--- src/rtl/sweep_activity_ctrl.sv ---
// rtl/sweep_activity_ctrl.sv - exhaustive input sweep of a combinational sub-circuit with activity counters
// Build option: SWEEP_GRAY_ORDER_EN selects Gray-ordered vectors instead of binary order.
module sweep_activity_ctrl #(
    parameter int N_IN = 4
) (
    input  logic            clk,
    input  logic            rst_n,
    input  logic            start,
    output logic [N_IN-1:0] dut_in,
    input  logic            dut_out,
    output logic            busy,
    output logic            done,
    output logic [N_IN:0]   ones_cnt,
    output logic [N_IN:0]   out_tgl_cnt,
    output logic [N_IN+1:0] in_tgl_cnt
);

    typedef enum logic [1:0] {IDLE, APPLY, SAMPLE, DONE} state_t;

    localparam logic [N_IN-1:0] IDX_LAST = {N_IN{1'b1}};
    localparam logic [N_IN-1:0] IDX_ONE  = 1;
    localparam logic [N_IN:0]   CNT_ONE  = 1;

    state_t            state_q, state_d;
    logic [N_IN-1:0]   idx_q, idx_d;
    logic [N_IN-1:0]   vec_q, vec_d;
    logic [N_IN-1:0]   prev_vec_q, prev_vec_d;
    logic              prev_smp_q, prev_smp_d;
    logic [N_IN:0]     ones_q, ones_d;
    logic [N_IN:0]     out_tgl_q, out_tgl_d;
    logic [N_IN+1:0]   in_tgl_q, in_tgl_d;

    function automatic logic [N_IN-1:0] vec_of(input logic [N_IN-1:0] i);
`ifdef SWEEP_GRAY_ORDER_EN
        return i ^ (i >> 1);
`else
        return i;
`endif
    endfunction

    function automatic logic [N_IN+1:0] popcnt(input logic [N_IN-1:0] v);
        logic [N_IN+1:0] c;
        c = '0;
        for (int b = 0; b < N_IN; b++) begin
            c = c + {{(N_IN+1){1'b0}}, v[b]};
        end
        return c;
    endfunction

    always_comb begin
        state_d    = state_q;
        idx_d      = idx_q;
        vec_d      = vec_q;
        prev_vec_d = prev_vec_q;
        prev_smp_d = prev_smp_q;
        ones_d     = ones_q;
        out_tgl_d  = out_tgl_q;
        in_tgl_d   = in_tgl_q;
        busy       = 1'b0;
        done       = 1'b0;
        case (state_q)
            IDLE: begin
                if (start) begin
                    state_d   = APPLY;
                    idx_d     = '0;
                    vec_d     = vec_of('0);
                    ones_d    = '0;
                    out_tgl_d = '0;
                    in_tgl_d  = '0;
                end
            end
            APPLY: begin
                // The vector register is loaded on entry to APPLY, so it is stable through SAMPLE.
                busy       = 1'b1;
                state_d    = SAMPLE;
                prev_vec_d = vec_q;
                if (idx_q != '0) begin
                    in_tgl_d = in_tgl_q + popcnt(vec_q ^ prev_vec_q);
                end
            end
            SAMPLE: begin
                busy       = 1'b1;
                prev_smp_d = dut_out;
                ones_d     = ones_q + {{N_IN{1'b0}}, dut_out};
                if ((idx_q != '0) && (dut_out != prev_smp_q)) begin
                    out_tgl_d = out_tgl_q + CNT_ONE;
                end
                if (idx_q == IDX_LAST) begin
                    state_d = DONE;
                end else begin
                    state_d = APPLY;
                    idx_d   = idx_q + IDX_ONE;
                    vec_d   = vec_of(idx_q + IDX_ONE);
                end
            end
            DONE: begin
                done    = 1'b1;
                state_d = IDLE;
            end
            default: state_d = IDLE;
        endcase
    end

    always_ff @(posedge clk) begin
        if (!rst_n) begin
            state_q    <= IDLE;
            idx_q      <= '0;
            vec_q      <= '0;
            prev_vec_q <= '0;
            prev_smp_q <= 1'b0;
            ones_q     <= '0;
            out_tgl_q  <= '0;
            in_tgl_q   <= '0;
        end else begin
            state_q    <= state_d;
            idx_q      <= idx_d;
            vec_q      <= vec_d;
            prev_vec_q <= prev_vec_d;
            prev_smp_q <= prev_smp_d;
            ones_q     <= ones_d;
            out_tgl_q  <= out_tgl_d;
            in_tgl_q   <= in_tgl_d;
        end
    end

    assign dut_in      = vec_q;
    assign ones_cnt    = ones_q;
    assign out_tgl_cnt = out_tgl_q;
    assign in_tgl_cnt  = in_tgl_q;

endmodule

--- config.mk ---
export PLATFORM = sky130hd
export DESIGN_NAME = sweep_activity_ctrl
export DESIGN_NICKNAME = d
export VERILOG_FILES = /design/src/rtl/sweep_activity_ctrl.sv
export SDC_FILE = /design/constraint.sdc
export NUM_CORES = 1
export LEC_CHECK = 0
export ABC_AREA = 1
export BUFFER_PORTS_ARGS = -buffer_cell sky130_fd_sc_hd__buf_2
export CAP_MARGIN = 25
export CORE_UTILIZATION = 59
export DETAILED_ROUTE_END_ITERATION = 7
export GPL_ROUTABILITY_DRIVEN = 0
export PLACE_DENSITY = 0.83
export SYNTH_ARGS = -nofsm -noshare
export SYNTH_HDL_FRONTEND = slang
export SYNTH_SLANG_ARGS = --single-unit
--- constraint.sdc ---
create_clock -name clk -period 3.7 [get_ports clk]
set_input_delay 0.37 -clock clk [delete_from_list [all_inputs] [get_ports clk]]
set_output_delay 0.37 -clock clk [all_outputs]
set_load 0.01 [all_outputs]
==> results.ini <==
[run_status]
status = complete, no violations

[critical_path]
critical_path.slowest_cell = fa_1
cpPeakStageDelay_ns = 0.51
worstSetupStartpoint = dut_in[0]
crit_path_end_kind = flop
cp_common_cell = fa_1
worstPathMaxFanout = 6
worstReg2RegStart = dut_in[0]
crit_chain = xnor2_1 -> fa_1 -> inv_1 -> fa_1 -> fa_1 -> nand3_1 -> nor2_1 -> nand2_1 -> nand2_1 -> nor2_1
startpoint_type = flop
timing.rr.end = in_tgl_cnt[4]
critical_path_required_ns = 3.99
r2r_setup_slack_ns = 1.25
cp.arrival_ns = 2.74
rr_worst_depth = 10
timing.critical_path.buf_inv = 1
crit_family = adder cells
worstSetupPathType = flop to flop

[yosys]
synth_area_um2 = 1540
synth_nets = 217
ys_seq_area_share_pct = 35.2
synth_common_cells = nand2_1, dfxtp_1, inv_1
syn_inst = 199
ys_ff_latch = 27
yosys.area_share.simple_pct = 26.7
synth_compound_area_share_pct = 12.8
synth_mux_area_share_pct = 0
synth.distinct_cells = 32
yosys-top-cells-area = dfxtp_1, ha_1, nand2_1
yosys_warnings = 0
synth_top_family_by_area = simple AND/OR/NAND/NOR gates
synth_xor_xnor_area_share_pct = 3.99
synthAdderAreaFrac_pct = 12.9
async_reset_ff_share_pct = 0
synth-main-ff-cell = dfxtp_1
postSynthAreaPerCell_um2 = 7.71
synth_most_common_cell = nand2_1
synth-edff-count = 0
synth.top_cell.area_share_pct = 35.2
yosysTopAreaCell = dfxtp_1

[timing]
fin_ws_ns = 1.25
finalCritPeriodShare_pct = 66.2
rsz0062_at_grt = false
fmax_ghz = 0.408
hold_viol = 0
worst-slew-pin-transition_ns = 0.364
setup_violations = 0
fin_skew_ns = 0.00633
setup_tns_ns = 0
min_period_ns = 2.45
slew_viol_final = 0
relSlewSlack_pct = 75.7

[clocking]
clkTransAtPathRegs_ns = 0.15
cts_setup_buffers = 0
hold_buffers = 0
cts_buffer_depth = 2
clock_latency_ns = 0.33
clkSinkCount = 27
clock-root-buffer = clkbuf_4
cts_max_level = 1
cts_buffers = 3
cts_tree = built
cts_resized = 0

[drt]
viasPerCell = 5.35
wl_per_cell_um = 12.5
routed_wl_um = 3180
vias = 1360
dr.pass1.iters = 4
drc = 0
drtIter0Drc = 22
postRouteAntennaNets = 0

[global_routing]
grt_pass1_vias = 1228
grt_max_degree = 16
antenna_found_initial = 0
grt_pass1_wl_um = 5050
grt_overflow = 0
grt.total_usage_pct = 24.6

[pwr]
peakVddDrop_v = 0.000297
powerDensity_nw_per_um2 = 464
power_leakage_uw = 0.000800

[hold_path]
min-delay-start = dut_out
hold_end = prev_smp_q
worstHoldPathType = input pin to flop
min_delay_path_depth = 3

[die]
die_width_um = 53.0
core_um2 = 2480
rows = 18
die_h_um = 53.0
dieArea_um2 = 2810
ios = 26
start_util_pct = 62.0

[place]
hpwl_um = 2460
dp_slack_ns = 1.27
io_buffer_count = 25

[job]
maxCapViolCount = 0

[final_layout]
drive_gt1_share_pct = 19.2
diodes = 0
area_growth_pct = 10.8
fin_nets = 243

cells by family (layout without fill, tap and decap cells):
kind of cell / Yosys count / in the layout
and+or+nand+nor: 83 / 83
AOI/OAI and AO/OA: 36 / 36
buffers and inverters: 32 / 57
DFF: 27 / 27
adders and majority gates: 14 / 14
xor gates and xnor gates: 7 / 7
how the worst max path moves through the flow:
stage | endpoint | slack (ns) | depth (start not counted)
5_1_grt | in_tgl_cnt[4] | 1.09 | 10
2_1_floorplan | in_tgl_cnt[4] | 1.35 | 10
3_3_place_gp | in_tgl_cnt[4] | 1.36 | 9
6_report | in_tgl_cnt[4] | 1.25 | 10
4_1_cts | in_tgl_cnt[4] | 1.23 | 10
3_5_place_dp | in_tgl_cnt[4] | 1.27 | 10
flip-flops by register name (all words and copies together), names as in the netlist:
signal       flops
dut_in           4
state_q          2
in_tgl_cnt       6
out_tgl_cnt      5
prev_vec_q       4
ones_cnt         5
prev_smp_q       1
layout by cell type (no fill, tap or decap):
cell type / n
and3_1: 1
nand2_2: 2
dfxtp_1: 27
nand3_1: 17
nor2_8: 1
o21ai_1: 5
inv_1: 24
o21bai_1: 1
clkinv_1: 1
nor2_2: 1
nand4_1: 2
a211oi_1: 1
ha_1: 11
xor2_1: 5
inv_2: 3
nand3_4: 1
clkbuf_4: 3
nand3_2: 1
buf_2: 25
nor3_1: 2
nor2_4: 1
a21oi_1: 19
nor2_1: 19
clkinv_2: 1
nand2_1: 33
nand2_4: 2
fa_1: 3
a311oi_1: 1
xnor2_1: 2
a21oi_2: 2
o21ai_0: 7
metal layers:
metal	global-route usage, %	up-vias	routed length (um)
li1	-	690	-
met4	9.21	0	44
met1	25.3	637	1330
met2	48.7	28	1700
met3	3.45	5	103
met5	0	-	0
area by class of cell:
class,count,area [um2]
Fill cell,219,777
Clock inverter,1,5.00
Clock buffer,3,22.5
Sequential cell,27,541
Inverter,28,105
Multi-Input combinational cell,140,865
Timing Repair Buffer,25,125
Tap cell,30,37.5
power breakdown:
part	switching, uW	total (uW)	internal, uW	leakage [uW]
sequential	25.6	342	316	0.000219
clock	89.9	131	40.7	0.0000177
combinational	210	316	106	0.000564
worst min-delay path: cells and delay by family:
family	cells	cell delay, ns
AND/OR/NAND/NOR	2	0.13
buffers and inverters	1	0.12
through the flow:
step / area, um2 / utilization [%] / cells / total power [uW] / hold WS (ns)
global route: 1700 / 68.6 / 254 / 845 / 0.341
CTS: 1700 / 68.6 / 254 / 791 / 0.313
finish: 1700 / 68.6 / 254 / 789 / 0.307
global placement: 1670 / 67.5 / 250 / 649 / 0.466
detailed placement: 1670 / 67.5 / 250 / 664 / 0.476
floorplan: 1540 / - / 199 / 596 / 0.484
No activity file was read; power rests on OpenSTA's default activity.
